<file path="src/rtl/dma_mc_pkg.sv">
// Shared register map, control-bit positions and engine state encoding for the
// multi-channel DMA controller.
package dma_mc_pkg;

    localparam int unsigned CH_STRIDE     = 'h10;
    localparam int unsigned OFF_CTRL      = 'h0;
    localparam int unsigned OFF_SRC       = 'h4;
    localparam int unsigned OFF_DST       = 'h8;
    localparam int unsigned OFF_LEN       = 'hC;
    localparam int unsigned OFF_INTR_STAT = 'h0;
    localparam int unsigned OFF_BUSY_STAT = 'h4;

    localparam int unsigned CTRL_EN = 0;
    localparam int unsigned CTRL_IE = 1;

    typedef enum logic [2:0] {
        IDLE,
        ARB,
        RD_REQ,
        RD_WAIT,
        WR_REQ,
        UPDATE,
        DONE
    } state_t;

endpackage

</file>
<file path="src/rtl/dma_rr_arb.sv">
// Round-robin arbiter: searches from the channel after the last one served and
// moves its priority pointer only when the engine commits to a grant.
module dma_rr_arb #(
    parameter int unsigned NUM_CH = 4,
    parameter int unsigned IDX_W  = (NUM_CH > 1) ? $clog2(NUM_CH) : 1
) (
    input  logic              clk,
    input  logic              reset,
    input  logic [NUM_CH-1:0] req,
    input  logic              advance,
    output logic [NUM_CH-1:0] gnt,
    output logic [IDX_W-1:0]  idx
);

    logic [IDX_W-1:0] ptr_q;
    int unsigned      pos;
    logic             found;

    always_comb begin
        gnt   = '0;
        idx   = '0;
        found = 1'b0;
        pos   = 0;
        for (int unsigned i = 1; i <= NUM_CH; i++) begin
            pos = 32'(ptr_q) + i;
            if (pos >= NUM_CH) begin
                pos = pos - NUM_CH;
            end
            if (!found && req[pos]) begin
                found    = 1'b1;
                gnt[pos] = 1'b1;
                idx      = IDX_W'(pos);
            end
        end
    end

    // Pointer starts at the last channel so channel 0 wins the first round.
    always_ff @(posedge clk or posedge reset) begin
        if (reset) begin
            ptr_q <= IDX_W'(NUM_CH - 1);
        end else if (advance && found) begin
            ptr_q <= idx;
        end
    end

endmodule

</file>
<file path="src/rtl/dma_mc.sv">
// Multi-channel DMA controller: per-channel register slave plus a single transfer
// engine that copies one word per arbitration round over a req/gnt memory port.
module dma_mc
    import dma_mc_pkg::*;
#(
    parameter int unsigned           ADDR_WIDTH = 32,
    parameter int unsigned           DATA_WIDTH = 32,
    parameter int unsigned           NUM_CH     = 4,
    parameter int unsigned           LEN_WIDTH  = 16,
    parameter logic [ADDR_WIDTH-1:0] BASE_ADDR  = 32'h400
) (
    input  logic                  clk,
    input  logic                  reset,
    input  logic [ADDR_WIDTH-1:0] addr,
    input  logic                  wr_en,
    input  logic                  valid,
    input  logic [DATA_WIDTH-1:0] wdata,
    output logic [DATA_WIDTH-1:0] rdata,
    output logic                  mem_req,
    output logic                  mem_we,
    output logic [ADDR_WIDTH-1:0] mem_addr,
    output logic [DATA_WIDTH-1:0] mem_wdata,
    input  logic                  mem_gnt,
    input  logic [DATA_WIDTH-1:0] mem_rdata,
    input  logic                  mem_rvalid,
    output logic [NUM_CH-1:0]     busy,
    output logic                  irq
);

    localparam int unsigned           IDX_W     = (NUM_CH > 1) ? $clog2(NUM_CH) : 1;
    localparam logic [ADDR_WIDTH-1:0] STEP      = ADDR_WIDTH'(DATA_WIDTH / 8);
    localparam logic [ADDR_WIDTH-1:0] GLOB_BASE = BASE_ADDR + ADDR_WIDTH'(NUM_CH * CH_STRIDE);

    logic [NUM_CH-1:0]     en_q, ie_q, intr_q;
    logic [ADDR_WIDTH-1:0] src_q [NUM_CH];
    logic [ADDR_WIDTH-1:0] dst_q [NUM_CH];
    logic [LEN_WIDTH-1:0]  len_q [NUM_CH];

    state_t                state_q, state_d;
    logic [IDX_W-1:0]      cur_q;
    logic [NUM_CH-1:0]     cur_oh_q;
    logic [DATA_WIDTH-1:0] data_q;
    logic [DATA_WIDTH-1:0] rdata_q;

    logic                  arb_adv;
    logic [NUM_CH-1:0]     arb_gnt;
    logic [IDX_W-1:0]      arb_idx;

    logic                  wr_acc, rd_acc;
    logic [ADDR_WIDTH-1:0] ch_base;
    logic [NUM_CH-1:0]     wr_ctrl, wr_src, wr_dst, wr_len;
    logic                  wr_intr;
    logic [DATA_WIDTH-1:0] rd_val;
    logic [NUM_CH-1:0]     upd_hit, done_hit;

    assign wr_acc    = valid & wr_en;
    assign rd_acc    = valid & ~wr_en;
    assign rdata     = rdata_q;
    assign busy      = en_q;
    assign irq       = |(intr_q & ie_q);
    assign mem_wdata = data_q;
    assign upd_hit   = (state_q == UPDATE) ? cur_oh_q : '0;
    assign done_hit  = (state_q == DONE) ? (cur_oh_q & en_q) : '0;

    always_comb begin
        wr_ctrl = '0;
        wr_src  = '0;
        wr_dst  = '0;
        wr_len  = '0;
        wr_intr = 1'b0;
        rd_val  = '0;
        ch_base = '0;
        for (int c = 0; c < NUM_CH; c++) begin
            ch_base = BASE_ADDR + ADDR_WIDTH'(c * CH_STRIDE);
            if (addr == ch_base + ADDR_WIDTH'(OFF_CTRL)) begin
                wr_ctrl[c] = wr_acc;
                rd_val     = DATA_WIDTH'({ie_q[c], en_q[c]});
            end
            if (addr == ch_base + ADDR_WIDTH'(OFF_SRC)) begin
                wr_src[c] = wr_acc;
                rd_val    = DATA_WIDTH'(src_q[c]);
            end
            if (addr == ch_base + ADDR_WIDTH'(OFF_DST)) begin
                wr_dst[c] = wr_acc;
                rd_val    = DATA_WIDTH'(dst_q[c]);
            end
            if (addr == ch_base + ADDR_WIDTH'(OFF_LEN)) begin
                wr_len[c] = wr_acc;
                rd_val    = DATA_WIDTH'(len_q[c]);
            end
        end
        if (addr == GLOB_BASE + ADDR_WIDTH'(OFF_INTR_STAT)) begin
            wr_intr = wr_acc;
            rd_val  = DATA_WIDTH'(intr_q);
        end
        if (addr == GLOB_BASE + ADDR_WIDTH'(OFF_BUSY_STAT)) begin
            rd_val = DATA_WIDTH'(en_q);
        end
    end

    // Later assignments win: software writes land only on idle channels, and
    // hardware completion overrides both the EN write and the W1C.
    always_ff @(posedge clk or posedge reset) begin
        if (reset) begin
            en_q   <= '0;
            ie_q   <= '0;
            intr_q <= '0;
            for (int c = 0; c < NUM_CH; c++) begin
                src_q[c] <= '0;
                dst_q[c] <= '0;
                len_q[c] <= '0;
            end
        end else begin
            for (int c = 0; c < NUM_CH; c++) begin
                if (upd_hit[c]) begin
                    src_q[c] <= src_q[c] + STEP;
                    dst_q[c] <= dst_q[c] + STEP;
                    len_q[c] <= len_q[c] - LEN_WIDTH'(1);
                end
                if (!en_q[c]) begin
                    if (wr_src[c]) src_q[c] <= ADDR_WIDTH'(wdata);
                    if (wr_dst[c]) dst_q[c] <= ADDR_WIDTH'(wdata);
                    if (wr_len[c]) len_q[c] <= LEN_WIDTH'(wdata);
                end
                if (wr_ctrl[c]) begin
                    en_q[c] <= wdata[CTRL_EN];
                    ie_q[c] <= wdata[CTRL_IE];
                end
                if (wr_intr && wdata[c]) intr_q[c] <= 1'b0;
                if (done_hit[c]) begin
                    en_q[c]   <= 1'b0;
                    intr_q[c] <= 1'b1;
                end
            end
        end
    end

    dma_rr_arb #(
        .NUM_CH (NUM_CH),
        .IDX_W  (IDX_W)
    ) u_arb (
        .clk     (clk),
        .reset   (reset),
        .req     (en_q),
        .advance (arb_adv),
        .gnt     (arb_gnt),
        .idx     (arb_idx)
    );

    always_comb begin
        state_d  = state_q;
        mem_req  = 1'b0;
        mem_we   = 1'b0;
        mem_addr = src_q[cur_q];
        arb_adv  = 1'b0;
        unique case (state_q)
            IDLE: begin
                if (|en_q) state_d = ARB;
            end
            ARB: begin
                if (|en_q) begin
                    arb_adv = 1'b1;
                    state_d = (len_q[arb_idx] == '0) ? DONE : RD_REQ;
                end else begin
                    state_d = IDLE;
                end
            end
            RD_REQ: begin
                mem_req = 1'b1;
                if (mem_gnt) state_d = RD_WAIT;
            end
            RD_WAIT: begin
                if (mem_rvalid) state_d = WR_REQ;
            end
            WR_REQ: begin
                mem_req  = 1'b1;
                mem_we   = 1'b1;
                mem_addr = dst_q[cur_q];
                if (mem_gnt) state_d = UPDATE;
            end
            UPDATE: begin
                // An aborted channel (EN already cleared) skips DONE entirely.
                if (en_q[cur_q] && len_q[cur_q] == LEN_WIDTH'(1)) state_d = DONE;
                else                                              state_d = ARB;
            end
            DONE: begin
                state_d = (|(en_q & ~cur_oh_q)) ? ARB : IDLE;
            end
            default: state_d = IDLE;
        endcase
    end

    always_ff @(posedge clk or posedge reset) begin
        if (reset) begin
            state_q  <= IDLE;
            cur_q    <= '0;
            cur_oh_q <= '0;
            data_q   <= '0;
            rdata_q  <= '0;
        end else begin
            state_q <= state_d;
            if (arb_adv) begin
                cur_q    <= arb_idx;
                cur_oh_q <= arb_gnt;
            end
            if (state_q == RD_WAIT && mem_rvalid) data_q <= mem_rdata;
            if (rd_acc) rdata_q <= rd_val;
        end
    end

endmodule

</file>
<file path="config.mk">
export PLATFORM = sky130hd
export DESIGN_NAME = dma_mc
export DESIGN_NICKNAME = d
export VERILOG_FILES = /design/src/rtl/dma_mc_pkg.sv /design/src/rtl/dma_rr_arb.sv /design/src/rtl/dma_mc.sv
export SDC_FILE = /design/constraint.sdc
export NUM_CORES = 1
export LEC_CHECK = 0
export ABC_AREA = 1
export CELL_PAD_IN_SITES_DETAIL_PLACEMENT = 1
export CELL_PAD_IN_SITES_GLOBAL_PLACEMENT = 1
export CORE_ASPECT_RATIO = 2
export CORE_UTILIZATION = 44
export DETAILED_ROUTE_END_ITERATION = 8
export PLACE_DENSITY_LB_ADDON = 0.1
export RECOVER_POWER = 50
export SLEW_MARGIN = 20
export SYNTH_ARGS = -nofsm -noshare
export SYNTH_HDL_FRONTEND = slang
export SYNTH_SLANG_ARGS = --single-unit
</file>
<file path="constraint.sdc">
create_clock -name clk -period 15.15 [get_ports clk]
set_input_delay 2.2725 -clock clk [delete_from_list [all_inputs] [get_ports clk]]
set_output_delay 2.2725 -clock clk [all_outputs]
set_load 0.03 [all_outputs]
</file>
**Word level (Yosys, flattened, before mapping)**

Index checks and enable logic that the tools add are counted.

- Register bits after elaboration: 407
- Bits of input ports: 102
- Output and inout port bits: 103
- Word-level logic and storage cells: 287

- $add $sub $neg: 20
- Magnitude comparators: 15
- Equal/unequal tests: 29
- Muxes and demuxes: 149
- Bitwise logic cells: 12
- Reduce and logical (&&, ||, !) cells: 32

Operators with widths:

| kind | number |
|---|---|
| two-way mux 32 bit | 50 |
| == test 32 x 11 -> 1 bit, second input constant | 18 |
| adder 32 x 3 -> 32 bit, second input constant | 8 |
| two-way mux 16 bit | 16 |
| binary-select mux 32 bit (select 2 bit) | 2 |
| greater-or-equal comparator 32 x 1 -> 1 bit, second input constant | 4 |
| greater-or-equal comparator 32 x 3 -> 1 bit, second input constant | 4 |
| less-than comparator 32 x 3 -> 1 bit, second input constant | 4 |
| subtractor 32 x 3 -> 32 bit, second input constant | 4 |
| binary-select mux 16 bit (select 2 bit) | 2 |
| subtractor 16 x 1 -> 16 bit, second input constant | 4 |
| two-way mux 1 bit | 51 |
| two-way mux 4 bit | 6 |
| two-way mux 3 bit | 7 |
| one-hot mux 3 bit (7 select lines) | 1 |
| == test 16 x 1 -> 1 bit, second input constant | 1 |
| zero test 16 bit | 1 |
| nonzero test 2 bit | 8 |
| logical AND 1 bit | 14 |
| AND 4 bit | 3 |
| bitwise OR 4 bit | 3 |
| OR reduction 4 bit | 3 |
| binary-select mux 1 bit (select 2 bit) | 5 |
| two-way mux 2 bit | 5 |
| 18 further kinds | 33 |

**Depth between registers and ports, before layout**

- Depth in word-level cells: 23
- Gate-level depth with buffers: 22
- Mapped depth without buffers: 22

**By module**

Synthesis repeated with hierarchy kept, for this count alone.

- Cells, all modules: 4041
- Area, all modules: 28064.4 um^2

By module, submodules not included:

| module | instances | cells an instance | area each (um^2) |
|---|---|---|---|
| dma_mc | 1 | 3952 | 27460.1 |
| dma_rr_arb | 1 | 89 | 604.3 |

**Least setup slack after synthesis**

Ideal clock, no wire load.

- Path kind: register -> output
- Start: reg cur_q[0]
- End: out mem_addr[22]
- Arrival: 2116 ps
- Slack: 10761 ps
- Stages on the path, launching flop included: 10
- Buffers on the path: 4
- Cell sequence: dfrtp_1 -> clkbuf_1 -> inv_1 -> clkbuf_1 -> clkbuf_1 -> buf_1 -> nand2_1 -> o21ai_0 -> a21oi_1 -> a31oi_1

- Longest elaborated chain between the ends: 5

RTL lines:

| what | RTL line | text |
|---|---|---|
| start, declared | dma_mc.sv:40 | `logic [IDX_W-1:0] cur_q;` |
| start signal, assigned | dma_mc.sv:203 | `cur_q <= arb_idx;` |
| NOT 2 -> 3 bit (not written as such) (*) | dma_mc.sv:154, dma_mc.sv:178 |  |
| binary-select mux 32 bit (select 2 bit) (on tied branches) | dma_mc.sv:154, dma_mc.sv:178 |  |
| two-way mux 32 bit (on tied branches) (2 in a row) | dma_mc.sv:154, dma_mc.sv:178 |  |
| two-way mux 32 bit (*) | dma_mc.sv:156 | `unique case (state_q)` |
| end, declared | dma_mc.sv:21 | `output logic [ADDR_WIDTH-1:0] mem_addr,` |

Mark *: on every way between the ends. The rest lies on a longest branch, timed or not. The select of a mux whose other input is x is not followed.

**Worst setup path in the final report**

- Start: reg cur_q[1]
- End: out mem_addr[5]

Same word-level chain as after synthesis.

==> impl_metrics.ini <==
[timing]
finClkSkew_ns = 0.02702
report.final.slew_viol_count = 488
hold_viol = 0
fmaxAchievable_ghz = 0.09758
worst_pin_slew_ns = 4.927
tns_ns = 0
post-route-min-period_ns = 10.25
post-route-period-util = 0.6764
rsz0062_at_grt = no
setup_viol = 0
relSlewSlack = -2.303

[synthesis]
async_flop_share = 1.000
synth-seq-area-share = 0.3632
syn_area_sq_um = 28050
synth.area.top_cells = dfrtp_1, nand2_1, o21ai_0, inv_1, xor2_1
syn_area_per_cell_sq_um = 6.929
ys_warn_count = 0
yosysUniqueCellTypes = 56
yosysTopAreaCellShare = 0.3613
synth-edff-count = 0
syn_inst = 4048
synth_top_cell_by_area = dfrtp_1
synth_nets = 4170
synth_top_flop_cell = dfrtp_1
ys_ff_latch = 407

[setup_path]
arrival_ns = 7.98
critPathRequiredTime_ns = 12.88
start_kind = register
crit_buf_inv = 4
worst-setup-path-type = reg -> out
critPathTopFamily = buffers and inverters
slowest_delay_ns = 1.72
cp_cell_sequence = clkbuf_1, clkinv_1, clkbuf_1, a21oi_1, o21ai_0, a31oi_1, clkdlybuf4s50_1
path_depth = 7
endpoint_kind = primary output
cp_max_fo = 55
r2r_cells = 10
cp_common_cell = clkbuf_1
cp_slowest_cell = clkbuf_1

[die]
core_area_sq_um = 62950
die_area_sq_um = 64820
die_w_microns = 180.5
die_h_microns = 359.1
rows = 130
start_util = 0.4456
pin_count = 205

[placement]
dp.cells = 4934
dp_hpwl_microns = 109600
io_buffer_count = 204
gp_congestion = 1.031

[clock_tree]
cts_buffers = 44
h-tree-depth = 2
clockBufferDepth = 3
cts_hold_buf = 0
cts_resized = 0
cts_tree = yes
clock_latency_ns = 0.65
cts_num_sinks = 407
cts_setup_buffers = 0
clk_pin_slew_ns = 0.06
root_buffer = clkbuf_16

[cells_and_area]
fin_cells = 5019
mostFrequentLayoutCells = nand2_1, inv_1, o21ai_0
regArea_sq_um = 10190
area_growth_pct = 15.27
mostFrequentLayoutCell = nand2_1
layout.nets = 4312
final_layout_size_suffix_gt1_frac = 0.06250
finish.utilization = 0.5136
multiInputGateArea_sq_um = 14890
nFillCells = 8221

[grt]
grt_util_all_layers = 0.4484
grt_pass1_wl_microns = 210100
antenna_found_initial = 4
grt_max_degree = 101
grt_pass1_vias = 31980
grt-ovfl-total = 0

[pwr]
power.density_nw_per_um2 = 73.64
peakVddDrop_mv = 0.07732
power_leakage_nw = 15.24

[drt]
ant_nets = 0
wirelength_microns = 143500
drt_iter0_drc = 2187
dr.pass1.iters = 5
vias_per_cell = 6.071
vias = 30470
routedWlPerCell_microns = 28.60
drc_errors = 0

[min_path]
holdCritPathClass = reg -> reg
min_path_cells = 2

[run_status]
violations = max-capacitance violations, max-slew violations
outcome = finished, violations left

[run]
drv_cap = 9
worst reg2reg max path, cell delays in order (launching register included):
cell      delay [ns]
dfrtp_1         1.09
clkbuf_1        1.12
clkinv_1        0.24
clkbuf_1        2.39
o311ai_0        0.72
nand3_1         0.27
nand3_1         0.12
a31oi_1         0.19
nand2_1         0.09
nand2_1         0.06
o21ai_0         0.12
cells in the mapped netlist, types with 6 or more instances:
cell type and count:
nand2_1 805, inv_1 612, o21ai_0 524, dfrtp_1 405, nor2_1 355, a21oi_1 221, nand3_1 180, xor2_1 154
clkbuf_1 135, nor3_1 97, nand4_1 60, a31oi_1 50, o211ai_1 42, nor4_1 40, o21ai_1 37, xnor2_1 34
mux2_2 33, nor2_2 21, o22ai_1 21, ha_1 20, inv_2 20, a221oi_1 18, o2111ai_1 17, nor3_2 16
nand3b_1 14, buf_1 12, or2_2 12, nand3_2 9, nor2_4 9, nor3_4 9, buf_2 8, nand2_2 7
a211oi_1 6, clkinv_1 6, o31ai_1 6
power by group:
group,switching [mW],internal (mW),total [mW]
sequential,0.00320,1.09,1.09
clock,0.519,0.647,1.17
combinational,0.0914,0.0325,0.124
total,0.614,1.77,2.38
kinds of logic (layout without fill, tap and decap cells):
| kind of cell | count (synthesis) | count (layout) | synth area share |
|---|---|---|---|
| compound gates | 951 | 951 | 0.1835 |
| xor+xnor | 188 | 188 | 0.05871 |
| fa+ha+maj | 20 | 20 | 0.008922 |
| buf+inv | 795 | 971 | 0.1071 |
| flops | 407 | 407 | 0.3632 |
| mux | 33 | 33 | 0.01325 |
| other cells | 0 | 3 | 0 |
| simple gates | 1654 | 1654 | 0.2653 |
area by class of cell:
class                           instances  area share
Multi-Input combinational cell       2846      0.4605
Sequential cell                       407      0.3152
Inverter                              639     0.07438
Timing Repair Buffer                  252     0.07376
Clock buffer                           66     0.04037
Tap cell                              792     0.03065
Clock inverter                         14    0.004838
Antenna cell                            3   0.0002322
flip-flops by register name, summed over array words and instances, names as in the netlist:
name / flops
dst_q: 128
src_q: 128
len_q: 64
mem_wdata: 32
rdata: 32
busy: 4
cur_oh_q: 4
ie_q: 4
intr_q: 4
state_q: 3
cur_q: 2
u_arb.ptr_q: 2
per-layer routing:
metal,vias to the layer above,GRT usage,share of wire
li1,13540,-,-
met5,-,0,0.00011
met4,2,0.5323,0.14
met3,695,0.07932,0.051
met1,14960,0.4201,0.32
met2,1278,0.7655,0.49
final timing paths:
kind / start / to / slack (ns)
max: cur_q[1]$_DFFE_PP0P_ / mem_addr[5] / 4.90
min: rdata[1]$_DFFE_PP0P_ / rdata[1]$_DFFE_PP0P_ / 0.47
max reg2reg: cur_q[1]$_DFFE_PP0P_ / state_q[2]$_DFFE_PP0P_ / 8.58
min reg2reg: rdata[1]$_DFFE_PP0P_ / rdata[1]$_DFFE_PP0P_ / 0.47
max in group asynchronous: reset / src_q[81]$_DFF_PP0_ / 6.17
min in group asynchronous: reset / len_q[21]$_DFF_PP0_ / 3.59
metrics by stage:
step | instance area, sq um | hold WS, ns | power [mW] | setup WS, ns
4_1_cts | 32310 | 0.4831 | 2.376 | 8.358
6_report | 32330 | 0.4709 | 2.381 | 4.902
3_3_place_gp | 30850 | 0.4617 | 1.231 | 8.547
3_5_place_dp | 30850 | 0.4661 | 1.231 | 8.346
2_1_floorplan | 28050 | 0.4530 | 1.150 | 1.558
5_1_grt | 32320 | 0.5005 | 2.422 | 4.971
(Power assumes the default switching activity.)
==> edit, RTL diff (config.mk and constraints unchanged) <==
Re-encode `state_t` (7 states) as one-hot, 7 bits wide.
--- a/src/rtl/dma_mc_pkg.sv
+++ b/src/rtl/dma_mc_pkg.sv
@@ -14,12 +14,12 @@
     localparam int unsigned CTRL_IE = 1;
 
-    typedef enum logic [2:0] {
-        IDLE,
-        ARB,
-        RD_REQ,
-        RD_WAIT,
-        WR_REQ,
-        UPDATE,
-        DONE
+    typedef enum logic [6:0] {
+        IDLE    = 7'b0000001,
+        ARB     = 7'b0000010,
+        RD_REQ  = 7'b0000100,
+        RD_WAIT = 7'b0001000,
+        WR_REQ  = 7'b0010000,
+        UPDATE  = 7'b0100000,
+        DONE    = 7'b1000000
     } state_t;
 
Check against the original RTL: same outputs for any inputs over 4 cycles, from zero or initial values and one cycle with reset high; so few cycles prove little.
==> edit against the original RTL <==
  * The flow still finishes with violations (capacitance limit, slew limit)
  * Routed wire length grew 3.0%
  * Sequential cell count grew 4
  * Worst setup slack improved by 960 ps
  * Count of clock-buffer cells in the layout decreased by 2
  * Die area rose by 2.3%
  * Area after synthesis up 2.3%
  * Cell area rose by 2.2%
  * Global-route usage is 0.27 points higher
  * Critical path type is now in2async
Power is not compared: it rests on default switching activity, and its combinational part moved more than twofold at a synthesized area within 25%.
==> edit: results (changes against the original RTL) <==
max_stage_delay_ps: 2970  # +1250 ps
synthArstFlopShare_pct: 100  # unchanged
port_buffers: 204  # unchanged
synth_common_cells: "769 x nand2_1, 593 x inv_1, 519 x o21ai_0"
wl_per_cell_um: 28.7  # +0.24%
p_leak_nw: 15.8
gp_congestion: 1.05  # +2.2%
pre_cts_slack_ps: 8830  # +482 ps
reg2reg_slack_ps: 11180  # +2600 ps
cap_viol_max_count: 6  # -3
yosysUniqueCellTypes: 61  # +8.9%
skew_ps: 24.2  # -2.85 ps
arrival_ps: 9260  # +1280 ps
num-fill-cells: 8424  # +2.5%
cp-endpoint: "src_q[92]"
dr.pass1.iters: 5  # unchanged
failed_checks: "capacitance limit, slew limit"
dp_hpwl_um: 112000  # +2.1%
synth_warnings: 0  # unchanged
seq_area_frac_synth_pct: 35.9  # -0.47 points
initialDrtViolationCount: 2206  # +0.87%
via_per_inst: 6.11  # +0.62%
ctsResizeCount: 0  # unchanged
worstPathMaxFanout: 111  # +100%
ys.flop_type: "dfrtp_1"
crit_path_top_delay_cell: "clkinvlp_2"
grt_max_degree: 124  # +23%
hold_path.class: "reg2reg"
synth_nets: 4233  # +1.5%
rr_endpoint: "state_q[3]"
top_regs: "dst_q: 128 flops, src_q: 128 flops, len_q: 64 flops"
final.min_clock_period_ps: 9290  # -961 ps
grt_pass1_vias: 32202  # +0.70%
clk_pin_slew_worst_paths_ps: 60  # about the same
clockBufferDepth: 3  # unchanged
fin_nets: 4363  # +1.2%
outcome: "finished with violations"
grt_pass1_wl_um: 215000  # +2.1%
numCtsBuffers: 45  # +2.3%
irDropWorstVdd_uv: 107
post_cts_buffers: 0  # unchanged
grt_usage_pct: 45.1  # +0.27 points
crit_start: "reset"
r2r-start: "state_q[2]"
htree_num_levels: 2  # unchanged
antenna_found_initial: 11  # +7
worst_pin_slew_ps: 5600  # +672 ps
final_layout_size_suffix_gt1_share_pct: 6.60  # +0.35 points
clk_latency_ps: 630  # -20 ps
drv_slew: 301  # -38%
synth.area.top_cells: "dfrtp_1 36%, nand2_1 10%, o21ai_0 9.1%, inv_1 7.8%, xor2_1 5.2%"
clock-root-buffer: "clkbuf_16"
worstRegToRegCells: 9  # -1
place_area_um2: 31600  # +2.4%
[edit: through the flow]
stage | instances | util (%) | hold WS, ps
3_3_place_gp | 5063 | 48.9 | 461
6_report | 5156 | 51.2 | 470
5_1_grt | 5147 | 51.1 | 498
3_5_place_dp | 5063 | 48.9 | 464
2_1_floorplan | 4111 | - | 453
4_1_cts | 5143 | 51.2 | 482
[edit: worst max-delay path: cells and delay by family]
family | cells | cell delay, ps
buffers and inverters | 4 | 6820
[edit: worst min-delay path by stage]
stage               slack [ps]      start  cells after the start   endpoint
finish                     470  rdata[28]                      2  rdata[28]
global route               500  rdata[26]                      2  rdata[26]
CTS                        480  rdata[24]                      2  rdata[24]
detailed placement         460  rdata[24]                      2  rdata[24]
global placement           460  rdata[24]                      2  rdata[24]
floorplan                  450  dst_q[65]                      2  dst_q[65]
[edit: where the power goes]
| part | internal (mW) | leakage [nW] | switching [mW] |
|---|---|---|---|
| logic | 0.236 | 10.4 | 0.498 |
| clock network | 0.652 | 0.734 | 0.519 |
| registers | 1.17 | 4.64 | 0.0552 |
[edit: cell type report]
| class | count | area (um^2) | share of cell area (%) |
|---|---|---|---|
| Multi-Input combinational cell | 2905 | 15400 | 46.6 |
| Sequential cell | 411 | 10300 | 31.1 |
| Timing Repair Buffer | 255 | 2410 | 7.30 |
| Inverter | 623 | 2340 | 7.10 |
| Clock buffer | 64 | 1310 | 3.96 |
| Tap cell | 871 | 1090 | 3.30 |
| Clock inverter | 16 | 169 | 0.511 |
| Antenna cell | 11 | 27.5 | 0.0833 |
[edit: cell families after synthesis]
kind of cell    Yosys count  synth area share (%)
buf+inv                 795                  10.5
xor+xnor                195                  5.95
simple gates           1696                  27.1
fa+ha+maj                20                 0.872
flops                   411                  35.9
mux                      36                  1.41
compound gates          958                  18.3
[edit: metal layers]
layer  GRT usage (%)  vias to the layer above  share of wire [%]
met5               0                        -             0.0081
met4            50.7                        2                 13
met3            8.68                      703                5.7
met2            76.4                     1464                 49
met1            43.4                    15515                 32
li1                -                    13811                  -
